## config.mk

```make
export PLATFORM = sky130hd
export DESIGN_NAME = mem_access_unit
export DESIGN_NICKNAME = d
export VERILOG_FILES = /design/src/rtl/mem_access_unit_pkg.sv /design/src/rtl/mem_access_unit.sv
export SDC_FILE = /design/constraint.sdc
export NUM_CORES = 1
export LEC_CHECK = 0
export BUFFER_PORTS_ARGS = -buffer_cell sky130_fd_sc_hd__buf_2
export CORE_ASPECT_RATIO = 0.5
export CORE_MARGIN = 3
export CORE_UTILIZATION = 46
export CTS_CLUSTER_DIAMETER = 40
export DETAILED_ROUTE_END_ITERATION = 6
export PLACE_DENSITY = 0.72
export SYNTH_ARGS = -nofsm -noshare
export SYNTH_HDL_FRONTEND = slang
export SYNTH_SLANG_ARGS = --single-unit
```

## constraint.sdc

```tcl
create_clock -name clk -period 1.5 [get_ports clk]
set_clock_uncertainty 0.05 [all_clocks]
set_input_delay 0 -clock clk [delete_from_list [all_inputs] [get_ports clk]]
set_output_delay 0 -clock clk [all_outputs]
set_load 0.02 [all_outputs]
```

## src/rtl/mem_access_unit_pkg.sv

```systemverilog
// ============================================================================
// Module : mem_access_unit_pkg
// Brief  : Shared state encoding and default sizes for the RAM access unit.
// Rev    : 1.0  initial release
// ============================================================================
`default_nettype none

package mem_access_unit_pkg;

   localparam int DEF_ADDR_W  = 8;
   localparam int DEF_TIMEOUT = 15;
   localparam int BYTE_W      = 8;

   typedef enum logic [1:0] {
      ST_IDLE  = 2'd0,
      ST_ISSUE = 2'd1,
      ST_WAIT  = 2'd2,
      ST_RESP  = 2'd3
   } state_t;

endpackage

`default_nettype wire

```

## src/rtl/mem_access_unit.sv

```systemverilog
// ============================================================================
// Module : mem_access_unit
// Brief  : Splits 8/16-bit core loads/stores into byte RAM transactions.
// Rev    : 1.0  initial release
// ============================================================================
`default_nettype none

module mem_access_unit
   import mem_access_unit_pkg::*;
#(
   parameter int ADDR_W  = DEF_ADDR_W,
   parameter int TIMEOUT = DEF_TIMEOUT
) (
   input  logic              clk,
   input  logic              reset,
   input  logic              req_valid,
   output logic              req_ready,
   input  logic              req_write,
   input  logic              req_wide,
   input  logic [ADDR_W-1:0] req_addr,
   input  logic [15:0]       req_wdata,
   output logic              rsp_valid,
   output logic [15:0]       rsp_rdata,
   output logic              rsp_err,
   output logic [ADDR_W-1:0] mem_address,
   output logic [BYTE_W-1:0] mem_wdata,
   input  logic [BYTE_W-1:0] mem_rdata,
   output logic              mem_read,
   output logic              mem_write,
   input  logic              mem_ready_r,
   input  logic              mem_ready_w
);

   localparam int c_TMR_W = $clog2(TIMEOUT + 1);

   state_t              r_state,     w_state;
   logic                r_write,     w_write;
   logic                r_wide,      w_wide;
   logic                r_idx,       w_idx;
   logic [ADDR_W-1:0]   r_addr,      w_addr;
   logic [BYTE_W-1:0]   r_wdata_hi,  w_wdata_hi;
   logic [BYTE_W-1:0]   r_mem_wdata, w_mem_wdata;
   logic [15:0]         r_rdata,     w_rdata;
   logic                r_err,       w_err;
   logic [c_TMR_W-1:0]  r_timer,     w_timer;
   logic                r_req_ready, w_req_ready;
   logic                r_rsp_valid, w_rsp_valid;
   logic                r_mem_read,  w_mem_read;
   logic                r_mem_write, w_mem_write;
   logic                w_match;

   always_ff @(posedge clk) begin
      if (reset) begin
         r_state     <= ST_IDLE;
         r_write     <= 1'b0;
         r_wide      <= 1'b0;
         r_idx       <= 1'b0;
         r_addr      <= '0;
         r_wdata_hi  <= '0;
         r_mem_wdata <= '0;
         r_rdata     <= '0;
         r_err       <= 1'b0;
         r_timer     <= '0;
         r_req_ready <= 1'b1;
         r_rsp_valid <= 1'b0;
         r_mem_read  <= 1'b0;
         r_mem_write <= 1'b0;
      end else begin
         r_state     <= w_state;
         r_write     <= w_write;
         r_wide      <= w_wide;
         r_idx       <= w_idx;
         r_addr      <= w_addr;
         r_wdata_hi  <= w_wdata_hi;
         r_mem_wdata <= w_mem_wdata;
         r_rdata     <= w_rdata;
         r_err       <= w_err;
         r_timer     <= w_timer;
         r_req_ready <= w_req_ready;
         r_rsp_valid <= w_rsp_valid;
         r_mem_read  <= w_mem_read;
         r_mem_write <= w_mem_write;
      end
   end

   // Outputs are registered, so strobes are computed for the state being entered.
   always_comb begin
      w_state     = r_state;
      w_write     = r_write;
      w_wide      = r_wide;
      w_idx       = r_idx;
      w_addr      = r_addr;
      w_wdata_hi  = r_wdata_hi;
      w_mem_wdata = r_mem_wdata;
      w_rdata     = r_rdata;
      w_err       = r_err;
      w_timer     = r_timer;
      w_rsp_valid = 1'b0;
      w_mem_read  = 1'b0;
      w_mem_write = 1'b0;
      w_match     = r_write ? mem_ready_w : mem_ready_r;

      case (r_state)
         ST_IDLE: begin
            if (req_valid) begin
               w_write     = req_write;
               w_wide      = req_wide;
               w_addr      = req_addr;
               w_wdata_hi  = req_wdata[15:8];
               w_mem_wdata = req_wdata[7:0];
               w_idx       = 1'b0;
               w_rdata     = '0;
               w_err       = 1'b0;
               w_mem_read  = ~req_write;
               w_mem_write = req_write;
               w_state     = ST_ISSUE;
            end
         end
         ST_ISSUE: begin
            w_timer = '0;
            w_state = ST_WAIT;
         end
         ST_WAIT: begin
            if (w_match) begin
               if (!r_write) begin
                  if (r_idx) w_rdata[15:8] = mem_rdata;
                  else       w_rdata[7:0]  = mem_rdata;
               end
               if (r_wide && !r_idx) begin
                  w_idx       = 1'b1;
                  w_addr      = r_addr + 1'b1;
                  w_mem_wdata = r_wdata_hi;
                  w_mem_read  = ~r_write;
                  w_mem_write = r_write;
                  w_state     = ST_ISSUE;
               end else begin
                  w_rsp_valid = 1'b1;
                  w_state     = ST_RESP;
               end
            end else if (r_timer == c_TMR_W'(TIMEOUT - 1)) begin
               w_err       = 1'b1;
               w_rsp_valid = 1'b1;
               w_state     = ST_RESP;
            end else begin
               w_timer = r_timer + 1'b1;
            end
         end
         ST_RESP: begin
            w_state = ST_IDLE;
         end
         default: begin
            w_state = ST_IDLE;
         end
      endcase

      w_req_ready = (w_state == ST_IDLE);
   end

   assign req_ready   = r_req_ready;
   assign rsp_valid   = r_rsp_valid;
   assign rsp_rdata   = r_rdata;
   assign rsp_err     = r_err;
   assign mem_address = r_addr;
   assign mem_wdata   = r_mem_wdata;
   assign mem_read    = r_mem_read;
   assign mem_write   = r_mem_write;

endmodule

`default_nettype wire
```

Word-level counts from Yosys, hierarchy flattened:

Cells that the tools add are included.

* add/sub/neg operators: 2
* equal/unequal tests: 13
* multiplexer cells: 41
* bitwise operators: 3
* reductions and logical operators: 13

Operators by type and width (count)
* $mux W8: 8
* $mux W16: 3
* $pmux W16 S2: 1
* $pmux W8 S2: 2
* $ne A2 B2 Y1 const B: 9
* $mux W1: 15
* $reduce_and A5 Y1: 2
* $add A8 B1 Y8 const B: 1
* $mux W2: 4
* $mux W4: 2
* $pmux W1 S2: 4
* $pmux W2 S4: 1
* $pmux W4 S2: 1
* $reduce_and A4 Y1: 2
* $add A4 B1 Y4 const B: 1
* $eq A2 B2 Y1 const B: 2
* $eq A4 B4 Y1 const B: 1
* $logic_not A2 Y1: 2
* $reduce_bool A2 Y1: 2
* $not A1 Y1: 3
* $reduce_and A3 Y1: 1
* $eq A2 B1 Y1 const B: 1
* $reduce_and A2 Y1: 1
* $reduce_or A2 Y1: 1
* other kinds (2): 2

* bits in registers: 54
* bits of input ports: 39
* output and inout port bits: 37
* word-level logic and storage cells: 87

Depth between registers and ports, before layout:

Gate-level depths: netlist of the first run.

* depth in word-level cells: 6
* gate-level depth with buffers: 7
* gate-level depth less buffers: 6

Least setup slack after synthesis of the first run:

OpenSTA, ideal clock, no wires.

* path kind: flip-flop to flip-flop
* start: reg r_timer[0]
* end: reg r_timer[2]
* setup time: 0.115 ns
* data arrival time: 1.416 ns
* data required time: 1.335 ns
* path slack: -0.082 ns
* stages on the path, launching flop included: 8
* buffers on the path: 1
* clock period less this slack: 1.582 ns
* cell sequence: dfxtp_1 inv_1 ha_1 and3_1 clkbuf_1 nor4b_1 xnor2_1 nor2_1

* longest elaborated chain between the ends: 4
* elaborated cells on any way between the ends: 7
* classes of those cells: 1 x add/sub; 2 x eq/ne; 3 x mux; 1 x reduce/logical

RTL lines
* from (decl): line mem_access_unit.sv:45 `logic [c_TMR_W-1:0] r_timer, w_timer;`
* from (signal assigned): line mem_access_unit.sv:78 `r_timer <= w_timer;`
* $add A4 B1 Y4: line mem_access_unit.sv:145 `w_timer = r_timer + 1'b1;`
* $mux W4: line mem_access_unit.sv:140 `end else if (r_timer == c_TMR_W'(TIMEOUT - 1)) begin`
* $mux W4: line mem_access_unit.sv:124 `if (w_match) begin`
* $pmux W4 S2: line mem_access_unit.sv:103 `case (r_state)`

Parallel ways exist; a longest one is shown, timed or not. The select of a mux whose other input is x is not followed.
A chain may end at the register's enable or synchronous reset.

Final worst setup path of the first run:

* start: reg r_state[0]
* end: reg r_addr[1], in the netlist mem_address[1]

* longest elaborated chain between the ends: 3
* elaborated cells on any way between the ends: 8
* classes of those cells: 4 x eq/ne; 1 x mux; 3 x reduce/logical

RTL lines
* from (decl): line mem_access_unit.sv:36 `state_t r_state, w_state;`
* from (signal assigned): line mem_access_unit.sv:69 `r_state <= w_state;`
* $eq A2 B2 Y1 or $logic_not A2 Y1 (tied branches): line mem_access_unit.sv:103
* $ne A2 B2 Y1 (no source line) or $reduce_bool A2 Y1 (tied branches)
* $reduce_and A4 Y1 (no source line)
* to (signal assigned): line mem_access_unit.sv:73 `r_addr <= w_addr;`
* to (decl): line mem_access_unit.sv:40 `logic [ADDR_W-1:0] r_addr, w_addr;`

Parallel ways exist; a longest one is shown, timed or not.

==> results.json, run 1 <==
{
  "period_share_pct": 111,
  "leakage_nw": 1.64,
  "timing.critical_path.required_ps": 1650,
  "setup_slack_ps": -158,
  "clock_tree.htree_level_count": 2,
  "first_pass_iters": 4,
  "crit_path_end": "mem_address[1]",
  "synth_seq_cells": 54,
  "failed_checks": "setup timing",
  "initial_antenna_violation_count": 0,
  "report.final.setup_viol": 10,
  "holdWs_ps": 11.4,
  "switching_share_pct": 28.9,
  "finalCriticalPeriod_ps": 1660,
  "syn-num-nets": 319,
  "crit_reg_reg_endpoint": "mem_address[1]",
  "grt_pass1_vias": 2305,
  "floorplan.die.width_um": 109,
  "worst_r2r_startpoint": "r_state[0]",
  "synth.distinct_cells": 47,
  "number_of_max_cap_violations": 0,
  "cp-end-kind": "register",
  "p_switching_w": 0.00100,
  "post_synth_and_or_nand_nor_area_fraction_pct": 24.8,
  "compound_cell_area_share_of_the_yosys_netlist_pct": 15.5,
  "synth.mux.area_fraction_pct": 7.96,
  "total_power_w": 0.00347,
  "routed_wire_length_per_instance_um": 15.4,
  "critical_path_peak_fanout": 19,
  "routed-via-count": 2447,
  "clkPwrFrac_pct": 27.9,
  "clock_latency_ps": 300,
  "slew_headroom_pct": 74.0,
  "vias_per_cell": 5.24,
  "synth_fa_ha_area_share_pct": 1.55,
  "yosysWarnings": 0,
  "floorplan.die.height_um": 57.3,
  "crit_path_start": "r_state[0]",
  "largest_family_of_logic_cells_by_synthesized_area": "simple AND/OR/NAND/NOR gates",
  "layout.cells.most_common": "sky130_fd_sc_hd__buf_2",
  "clock.fmax_ghz": 0.603,
  "ioPinCount": 76,
  "synth_xor_area_share_pct": 1.09,
  "clock_tree.buffer_depth": 2,
  "layout.filler_cells": 307,
  "routed_wirelength_um": 7180,
  "globalRoute.totalOverflow": 0,
  "critical_path_arrival_ps": 1810,
  "grt_use_total_pct": 21.7,
  "worst_slew_pin_slew_ps": 389,
  "clock-sinks": 54,
  "pwr-share-seq_pct": 45.9,
  "timing_worst_setup_path_type": "register to register",
  "grt_pass1_wl_um": 10900,
  "hold_class": "primary input to register",
  "most-common-layout-cells": "sky130_fd_sc_hd__buf_2, sky130_fd_sc_hd__dfxtp_1, sky130_fd_sc_hd__nand2_1, sky130_fd_sc_hd__nor2_1, sky130_fd_sc_hd__buf_4",
  "fp.dieArea_um2": 6220,
  "floorplan.rows": 17,
  "worst-r2r-cell-count": 5,
  "floorplan.initialDensity_pct": 51.2,
  "regToRegSetupSlack_ps": -160,
  "final_net_count": 442,
  "hold_viol": 0,
  "setup-tns-final_ps": -358,
  "power_density_nw_per_um2": 953,
  "peakVddDrop_v": 0.000787,
  "slew_violations": 0,
  "detail_route.iter0.violations": 164,
  "combinationalPowerShare_pct": 26.2,
  "grt_setup_unrepaired": "true",
  "drive_gt1_share_pct": 37.4,
  "run_status": "finished, violations left",
  "tritoncts.num_buffers": 5,
  "tritoncts": "built",
  "dp_hpwl_um": 4450,
  "num_antenna_cells": 0,
  "cell_internal_pwr_w": 0.00247,
  "synthesis.area_um2": 2420,
  "path_clk_slew_ps": 90,
  "fp.coreArea_um2": 4720,
  "yosysSeqAreaShare_pct": 44.7,
  "postSynthCellCount": 277,
  "root_buffer": "sky130_fd_sc_hd__clkbuf_8",
  "gp_congestion": 0.795,
  "synthesis.area_per_instance_um2": 8.74,
  "final_core_util_pct": 77.1,
  "drt.antenna.violating_nets": 0,
  "areaGrowthSynthToFinish_pct": 50.5,
  "drcViolationCount": 0,
  "worst_setup_path_start_kind": "register",
  "buffer_ports.inserted": 75,
  "grt_max_degree": 20
}
## Yosys cell counts (all sizes together)
library cell / count / area (um^2)
nor2b: 3 / 18.8
nand2b: 3 / 18.8
nand4: 2 / 18.8
clkbuf: 13 / 48.8
mux2i: 17 / 170
or3: 1 / 6.26
or2: 2 / 12.5
nor2: 38 / 143
nand4bb: 1 / 11.3
nor4: 2 / 12.5
ha: 3 / 37.5
o31ai: 1 / 7.51
inv: 3 / 11.3
buf: 6 / 47.5
o221ai: 1 / 8.76
nand2: 47 / 176
nor3: 4 / 25.0
nor3b: 1 / 18.8
nor4b: 1 / 8.76
dfxtp: 54 / 1080
xnor2: 3 / 26.3
a21oi: 17 / 96.4
and2: 10 / 62.6
a31oi: 3 / 18.8
or3b: 1 / 8.76
a221oi: 1 / 8.76
a311oi: 9 / 78.8
o21ai: 8 / 40.0
o2111a: 1 / 11.3
o22ai: 3 / 38.8
o22a: 1 / 10.0
and4bb: 2 / 25.0
mux2: 2 / 22.5
a22oi: 2 / 15.0
a211oi: 3 / 22.5
a32o: 1 / 10.0
and3: 2 / 12.5
nand3: 4 / 20.0
a22o: 1 / 8.76
## power groups by stage
stage                     Sequential, W  Combinational (W)  Clock, W
after CTS                       0.00159           0.000826  0.000980
after floorplan                 0.00169           0.000371         0
final                           0.00159           0.000910  0.000966
after global routing            0.00160           0.000976   0.00103
after global placement          0.00161           0.000697         0
after detailed placement        0.00162           0.000708         0
## repair_timing
action,CTS,global route
pin swaps,3,13
gates resized for setup,10,27
cloned,1,0
buffers inserted,4,5
setup endpoints to repair,29,36
hold buffers,24,0
endpoints found under the hold margin,25,0
## routing by layer
layer / vias up / wire [um] / global-route usage (%)
met5: - / 0 / 0
met2: 78 / 3360 / 36.3
li1: 1206 / - / -
met1: 1156 / 3280 / 29.2
met3: 7 / 499 / 5.76
met4: 0 / 43 / 2.88
## stage by stage
stage	area, um^2	worst slack [ps]	std cells
final	3640	-158	467
after global routing	3640	-202	467
after CTS	3520	-6.40	462
after detailed placement	3030	-152	425
after global placement	3030	-66.9	425
after floorplan	2440	-27.3	277
## flip-flops by register name (all words and copies together), names as in the netlist
signal and cells:
rsp_rdata 16, r_idx 1, mem_write 1, rsp_err 1, r_write 1, rsp_valid 1
r_wide 1, r_state 2, req_ready 1, r_timer 4, mem_read 1, mem_wdata 8
r_wdata_hi 8, mem_address 8
## worst min-delay path by stage
stage	depth (start not counted)	startpoint	slack, ps	endpoint
after floorplan	1	req_valid	60	req_ready
after global placement	3	req_wdata[14]	200	r_wdata_hi[6]
after detailed placement	3	req_wdata[14]	200	r_wdata_hi[6]
after CTS	3	mem_ready_r	8	mem_read
after global routing	4	mem_rdata[3]	40	rsp_rdata[11]
final	4	mem_rdata[2]	10	rsp_rdata[10]
## worst max-delay path: stages, from the launching register on
cell	delay, ps
sky130_fd_sc_hd__dfxtp_4	390
sky130_fd_sc_hd__and4bb_2	380
sky130_fd_sc_hd__o22a_4	200
sky130_fd_sc_hd__buf_12	160
sky130_fd_sc_hd__nor2_1	60
sky130_fd_sc_hd__a311oi_1	320
## area by class of cell
class	count	area, um^2	area share [%]
Multi-Input combinational cell	201	1360	37.3
Sequential cell	54	1090	30.0
Timing Repair Buffer	135	991	27.2
Tap cell	66	82.6	2.27
Clock buffer	7	76.3	2.10
Clock inverter	1	30.0	0.825
Inverter	3	11.3	0.309
## cell families (layout without fill, tap and decap cells)
logic type	Yosys count	count (layout)
buf+inv	22	146
mux	19	19
simple gates	124	124
fa+ha+maj	3	3
flops	54	54
compound gates	52	52
xor+xnor	3	3
(Power assumes the default switching activity.)
==> run 2: changes to the inputs <==
--- a/config.mk
+++ b/config.mk
@@ -5,9 +5,10 @@
 export SDC_FILE = /design/constraint.sdc
 export NUM_CORES = 1
 export LEC_CHECK = 0
+export ABC_AREA = 1
 export BUFFER_PORTS_ARGS = -buffer_cell sky130_fd_sc_hd__buf_2
 export CORE_ASPECT_RATIO = 0.5
-export CORE_MARGIN = 3
+export CORE_MARGIN = 1
 export CORE_UTILIZATION = 46
 export CTS_CLUSTER_DIAMETER = 40
 export DETAILED_ROUTE_END_ITERATION = 6
==> constraint.sdc (replaced) <==
create_clock -name clk -period 1.5 [get_ports clk]
set_clock_uncertainty 0.05 [all_clocks]
set_input_delay 0 -clock clk [delete_from_list [all_inputs] [get_ports clk]]
set_output_delay 0 -clock clk [all_outputs]
set_load 0.005 [all_outputs]
==> run 2 against run 1 <==
  * The flow now finishes without violations
  * Total power rose by 2.0%
  * Non-clock buffer count fell by 16
  * Sequential power rose by 7%
  * Combinational power rose by 7.6%
  * Final cell count rose by 16%
  * Clock power fell by 11%
  * Wire length fell by 10%
  * Via count rose by 8.5%
  * Register-to-register slack improved by 200 ps
  * Global-route usage rose by 0.49 points
  * Synthesized area rose by 2.1%
  * Critical path type unchanged
  * Largest cell class unchanged
  * Highest routed layer unchanged
==> results.json, run 2 <==
{
  "slew_violations": 0,
  "slowest_delay_ps": 320,
  "cp-end-kind": "register",
  "p_switching_w": 0.00112,
  "drive_gt1_share_pct": 26.0,
  "critical_path_peak_fanout": 7,
  "fp.coreArea_um2": 5040,
  "worst_slew_pin_slew_ps": 870,
  "crit_path_start": "r_wide",
  "hold_viol": 0,
  "largest_register_ffs": 16,
  "synthesis.area_per_instance_um2": 6.86,
  "yosysWarnings": 0,
  "hold_path_startpoint": "req_addr[7]",
  "buffer_ports.inserted": 75,
  "cp_top_family": "simple AND/OR/NAND/NOR gates",
  "slew_headroom_pct": 41.9,
  "synth_top_cell_by_area": "sky130_fd_sc_hd__dfxtp_1",
  "worst_r2r_startpoint": "r_wide",
  "floorplan.die.width_um": 106,
  "globalRoute.totalOverflow": 0,
  "clock.fmax_ghz": 0.684,
  "most-common-layout-cells": "sky130_fd_sc_hd__nand2_1, sky130_fd_sc_hd__buf_2, sky130_fd_sc_hd__nor2_1, sky130_fd_sc_hd__dfxtp_1, sky130_fd_sc_hd__inv_1",
  "synthTopCellsByArea": "sky130_fd_sc_hd__dfxtp_1, sky130_fd_sc_hd__nand2_1, sky130_fd_sc_hd__nor2_1",
  "pwr-share-seq_pct": 48.1,
  "tritoncts.num_buffers": 5,
  "floorplan.rows": 18,
  "postSynthCellCount": 360,
  "number_of_max_cap_violations": 0,
  "final_net_count": 514,
  "crit_chain": "inv_1 > nor2_1 > nand2_2 > nand2_2 > nand2_2 > buf_6 > o21ai_0 > nor2_1",
  "combinationalPowerShare_pct": 27.7,
  "power_density_nw_per_um2": 1050,
  "run_status": "finished clean",
  "clock_latency_ps": 310,
  "floorplan.die.height_um": 53.8,
  "num_antenna_cells": 0,
  "cp.buffers_inverters": 2,
  "dp_hpwl_um": 4220,
  "clock_tree.buffer_depth": 2,
  "place_ws_ps": -40.3,
  "first_pass_iters": 5,
  "clock-sinks": 54,
  "finalCriticalPeriod_ps": 1460,
  "syn-num-nets": 402,
  "dp.cells": 503,
  "worst_path_most_repeated_cell": "sky130_fd_sc_hd__nand2_2",
  "setup_slack_ps": 37.8,
  "grt_pass1_wl_um": 9700,
  "synth_seq_cells": 54,
  "clkPwrFrac_pct": 24.2,
  "most_used_dff_post_synth": "sky130_fd_sc_hd__dfxtp_1",
  "async_flop_share_pct": 0,
  "drt.antenna.violating_nets": 0,
  "layout.filler_cells": 453,
  "ioPinCount": 76,
  "synth-edff-count": 0,
  "layout.cells.most_common": "sky130_fd_sc_hd__nand2_1",
  "worst_setup_path_start_kind": "register",
  "fp.dieArea_um2": 5690,
  "cpMaxStageDelayCell": "sky130_fd_sc_hd__dfxtp_1",
  "gp_congestion": 0.838,
  "switching_share_pct": 31.7,
  "timing_worst_setup_path_type": "register to register",
  "critical_path_arrival_ps": 1620,
  "synthesis.area_um2": 2470,
  "leakage_nw": 1.61,
  "grt_use_total_pct": 22.2,
  "root_buffer": "sky130_fd_sc_hd__clkbuf_8",
  "grt_pass1_vias": 2224,
  "floorplan.initialDensity_pct": 49.0,
  "report.final.setup_viol": 0,
  "hold_class": "primary input to register",
  "yosysSeqAreaShare_pct": 43.7,
  "post-synth-top-area-fraction_pct": 43.7,
  "path_clk_slew_ps": 100,
  "period_share_pct": 97.5,
  "timing.critical_path.required_ps": 1660,
  "peakVddDrop_v": 0.000514,
  "routed-via-count": 2656,
  "post_layout_nonfiller_instances": 543,
  "total_power_w": 0.00354,
  "initial_antenna_violation_count": 0,
  "clock_tree.htree_level_count": 2,
  "drcViolationCount": 0,
  "synth.distinct_cells": 25,
  "tritoncts": "built",
  "synth_common_cells": "sky130_fd_sc_hd__nand2_1, sky130_fd_sc_hd__nor2_1, sky130_fd_sc_hd__dfxtp_1, sky130_fd_sc_hd__inv_1, sky130_fd_sc_hd__o21ai_0",
  "areaGrowthSynthToFinish_pct": 36.9,
  "cell_internal_pwr_w": 0.00242,
  "grt_setup_unrepaired": "true",
  "vias_per_cell": 4.89,
  "routed_wire_length_per_instance_um": 11.8,
  "synth.most_common_cell": "sky130_fd_sc_hd__nand2_1",
  "grt_max_degree": 35,
  "detail_route.iter0.violations": 89,
  "routed_wirelength_um": 6430
}
[run 2: cell count changes after synthesis, moves of 5 or more]
cell,delta
sky130_fd_sc_hd__a21oi_1,+14
sky130_fd_sc_hd__nand4_1,+5
sky130_fd_sc_hd__a311oi_1,-9
sky130_fd_sc_hd__and2_1,-10
sky130_fd_sc_hd__mux2i_1,-17
sky130_fd_sc_hd__nor2_1,+20
sky130_fd_sc_hd__o21ai_0,+32
sky130_fd_sc_hd__inv_1,+37
sky130_fd_sc_hd__nand3_1,+10
sky130_fd_sc_hd__nand2_1,+39
sky130_fd_sc_hd__clkbuf_1,-10
[run 2: final timing paths]
check | to | cells past startpoint | slack, ps
setup / recovery | mem_wdata[7] | 8 | 40
hold / removal | mem_address[7] | 5 | 10
setup reg to reg | mem_wdata[7] | 8 | 40
hold reg to reg | rsp_rdata[15] | 2 | 400
[run 2: cell type report]
cell class / instances / area (um^2) / share of cell area, %
flip-flops and latches: 54 / 1080 / 32.1
inverters: 43 / 170 / 5.03
well taps: 70 / 87.6 / 2.59
multi-input cells: 249 / 1160 / 34.3
clock buffers: 6 / 82.6 / 2.44
repair buffers: 119 / 781 / 23.1
clock inverters: 2 / 16.3 / 0.481
[run 2: cell families (layout without fill, tap and decap cells)]
| kind of cell | after synthesis | after routing | synth area share [%] |
|---|---|---|---|
| AOI/OAI and AO/OA | 74 | 74 | 15.2 |
| and+or+nand+nor | 171 | 172 | 28.5 |
| buffers and inverters | 58 | 170 | 11.0 |
| adders and majority gates | 3 | 3 | 1.52 |
| DFF | 54 | 54 | 43.7 |
[run 2: worst register-to-register path: cells and delay by family (launching register included)]
kind	cells	cell delay [ps]
buf+inv	2	200
compound gates	1	210
simple gates	5	570
flops	1	320
[run 2: power by group through the flow]
stage / Combinational (W) / Clock, W / Sequential (W)
floorplan: 0.000532 / 0 / 0.00174
global placement: 0.000794 / 0 / 0.00172
detailed placement: 0.000815 / 0 / 0.00173
CTS: 0.000870 / 0.000893 / 0.00170
global route: 0.00111 / 0.000938 / 0.00173
finish: 0.000979 / 0.000858 / 0.00170
[run 2: per-stage QoR]
stage / hold slack (ps) / util (%) / cell area, um^2 / setup TNS, ps
floorplan: 117 / - / 2470 / 0
finish: 10.3 / 67.1 / 3380 / 0
global route: 6.64 / 67.1 / 3380 / -390
CTS: 1.61 / 64.8 / 3270 / 0
global placement: 202 / 57.9 / 2920 / 0
detailed placement: 210 / 57.9 / 2920 / -179
[run 2: per-layer routing]
metal  vias to the layer above  track usage (%)  share of wire (%)
li1                       1366                -                  -
met1                      1196             26.9                 45
met2                        82             39.1                 47
met3                        12             6.66                6.3
met4                         0             7.18                1.6
met5                         -                0                  0
[run 2: timing repair]
item                       CTS  global route
pin swaps                    0             6
hold buffers                24             0
hold endpoints to repair    26             0
setup endpoints to repair    7            43
resized for setup            2            25
setup buffers                0             7
cloned                       0             1
==> run 3: changes to the inputs <==
--- a/config.mk
+++ b/config.mk
@@ -7,10 +7,10 @@
 export LEC_CHECK = 0
 export ABC_AREA = 1
 export BUFFER_PORTS_ARGS = -buffer_cell sky130_fd_sc_hd__buf_2
-export CORE_ASPECT_RATIO = 0.5
 export CORE_MARGIN = 1
 export CORE_UTILIZATION = 46
 export CTS_CLUSTER_DIAMETER = 40
+export CTS_CLUSTER_SIZE = 24
 export DETAILED_ROUTE_END_ITERATION = 6
 export PLACE_DENSITY = 0.72
 export SYNTH_ARGS = -nofsm -noshare
==> run 3 against run 2 <==
  * Clock power shrank 5.8%
  * Clock-buffer cell count is 1 lower
  * Design area rose by 1.7%
  * Fmax increased by 1.2%
  * Utilization down 0.15 points
  * Die area fell by 0.31%
  * Critical path depth grew 1
  * Wire length shrank 5.2%
==> results.json, run 3 (synthesis results as in run 2) <==
{
  "vias_per_cell": 4.75,
  "period_share_pct": 96.3,
  "slew_headroom_pct": 76.3,
  "clock_tree.buffer_depth": 2,
  "worst-r2r-cell-count": 9,
  "grt_max_degree": 24,
  "first_pass_iters": 4,
  "dp_hpwl_um": 4220,
  "buffer_ports.inserted": 75,
  "critical_path_peak_fanout": 7,
  "cp-end-kind": "register",
  "timing_worst_setup_path_type": "register to register",
  "setup-tns-final_ps": 0,
  "leakage_nw": 1.63,
  "timing.critical_path.required_ps": 1650,
  "most-common-layout-cells": "sky130_fd_sc_hd__nand2_1, sky130_fd_sc_hd__buf_2, sky130_fd_sc_hd__nor2_1, sky130_fd_sc_hd__dfxtp_1, sky130_fd_sc_hd__inv_1",
  "floorplan.die.width_um": 75.3,
  "worst_setup_path_start_kind": "register",
  "critical_path_arrival_ps": 1600,
  "gp_congestion": 0.834,
  "drt.antenna.violating_nets": 0,
  "floorplan.rows": 26,
  "holdWs_ps": 2.79,
  "fp.dieArea_um2": 5670,
  "drive_gt1_share_pct": 26.9,
  "ioPinCount": 76,
  "tritoncts": "built",
  "routed-via-count": 2589,
  "detail_route.iter0.violations": 107,
  "crit_reg_reg_endpoint": "mem_wdata[1]",
  "clock.fmax_ghz": 0.692,
  "grt_pass1_vias": 2282,
  "run_status": "finished clean",
  "number_of_max_cap_violations": 0,
  "largest_register_ffs": 16,
  "root_buffer": "sky130_fd_sc_hd__clkbuf_8",
  "hold_path_end": "mem_wdata[7]",
  "drcViolationCount": 0,
  "detailed_place.area_um2": 2950,
  "tritoncts.num_buffers": 5,
  "num_antenna_cells": 0,
  "regToRegSetupSlack_ps": 50,
  "floorplan.die.height_um": 75.3,
  "fp.coreArea_um2": 5140,
  "power_density_nw_per_um2": 1020,
  "finalCriticalPeriod_ps": 1450,
  "hold_path_startpoint": "req_wdata[7]",
  "worst_r2r_startpoint": "r_state[1]",
  "clock_tree.htree_level_count": 2,
  "design_area_um2": 3440,
  "hold_class": "primary input to register",
  "path_clk_slew_ps": 100,
  "worst_slew_pin_slew_ps": 355,
  "areaGrowthSynthToFinish_pct": 39.2,
  "final_net_count": 516,
  "globalRoute.totalOverflow": 0,
  "routed_wire_length_per_instance_um": 11.2,
  "min_delay_path_depth": 5,
  "slew_violations": 0,
  "routed_wirelength_um": 6100,
  "grt_use_total_pct": 22.2,
  "floorplan.initialDensity_pct": 48.1,
  "clock_latency_ps": 300,
  "clock-sinks": 54,
  "layout.cells.most_common": "sky130_fd_sc_hd__nand2_1",
  "peakVddDrop_v": 0.000667,
  "layout.filler_cells": 475,
  "grt_pass1_wl_um": 9720,
  "report.final.setup_viol": 0,
  "hold_viol": 0,
  "initial_antenna_violation_count": 0
}
-- run 3: cell count changes in the layout (fill, tap and decap cells not counted), sizes merged --
| cell | previous run | this run |
|---|---|---|
| clkinv | 0 | 2 |
| clkbuf | 6 | 5 |
| buf | 95 | 98 |
| inv | 43 | 42 |
| nand3 | 16 | 15 |
-- run 3: worst max-delay path by stage --
stage	startpoint	endpoint	slack, ps
floorplan	r_state[1]	mem_wdata[0]	170
global placement	r_state[1]	rsp_rdata[1]	40
detailed placement	r_state[1]	mem_address[4]	-2
CTS	r_state[1]	rsp_rdata[15]	20
global route	r_state[1]	rsp_rdata[10]	-40
finish	r_state[1]	mem_wdata[1]	50
-- run 3: report_power, final --
group	internal, W	total, W	switching (W)	leakage (nW)
combinational	0.000453	0.000997	0.000544	1.14
sequential	0.00160	0.00170	0.000101	0.444
clock	0.000329	0.000808	0.000479	0.0441
-- run 3: what timing repair did --
item                       CTS  global route
pin swaps                    0             3
setup endpoints to repair    8            46
hold buffers                24             0
hold endpoints to repair    25             0
setup buffers                0             7
gates resized for setup      4            31
-- run 3: critical path, stage by stage, from the launching register on --
cell and delay [ps]:
sky130_fd_sc_hd__dfxtp_2 340, sky130_fd_sc_hd__inv_2 60, sky130_fd_sc_hd__nor2_4 140, sky130_fd_sc_hd__buf_12 130, sky130_fd_sc_hd__nand2_2 70, sky130_fd_sc_hd__nand2_4 110, sky130_fd_sc_hd__nand2_8 80, sky130_fd_sc_hd__buf_6 140
sky130_fd_sc_hd__o21ai_0 150, sky130_fd_sc_hd__nor2_1 60
-- run 3: stage by stage --
step / util [%] / power [W] / instances / setup WS (ps)
global route: 66.9 / 0.00375 / 545 / -40.0
floorplan: - / 0.00227 / 360 / 174
CTS: 64.0 / 0.00342 / 538 / 15.6
finish: 66.9 / 0.00350 / 545 / 54.8
global placement: 57.3 / 0.00254 / 506 / 39.0
detailed placement: 57.3 / 0.00256 / 506 / -1.63
-- run 3: final cells by class --
type | count | area, um^2 | share of cell area [%]
Multi-Input combinational cell | 248 | 1180 | 34.3
Timing Repair Buffer | 122 | 823 | 23.9
Clock buffer | 5 | 68.8 | 2.00
Clock inverter | 3 | 21.3 | 0.618
Sequential cell | 54 | 1080 | 31.5
Tap cell | 70 | 87.6 | 2.55
Inverter | 43 | 175 | 5.09
-- run 3: metal layers --
layer	GRT usage, %	part of all wire [%]	vias up
li1	-	-	1370
met4	4.32	0.64	0
met1	28.2	44	1153
met5	0	0	-
met2	40.0	51	62
met3	3.57	4.4	4
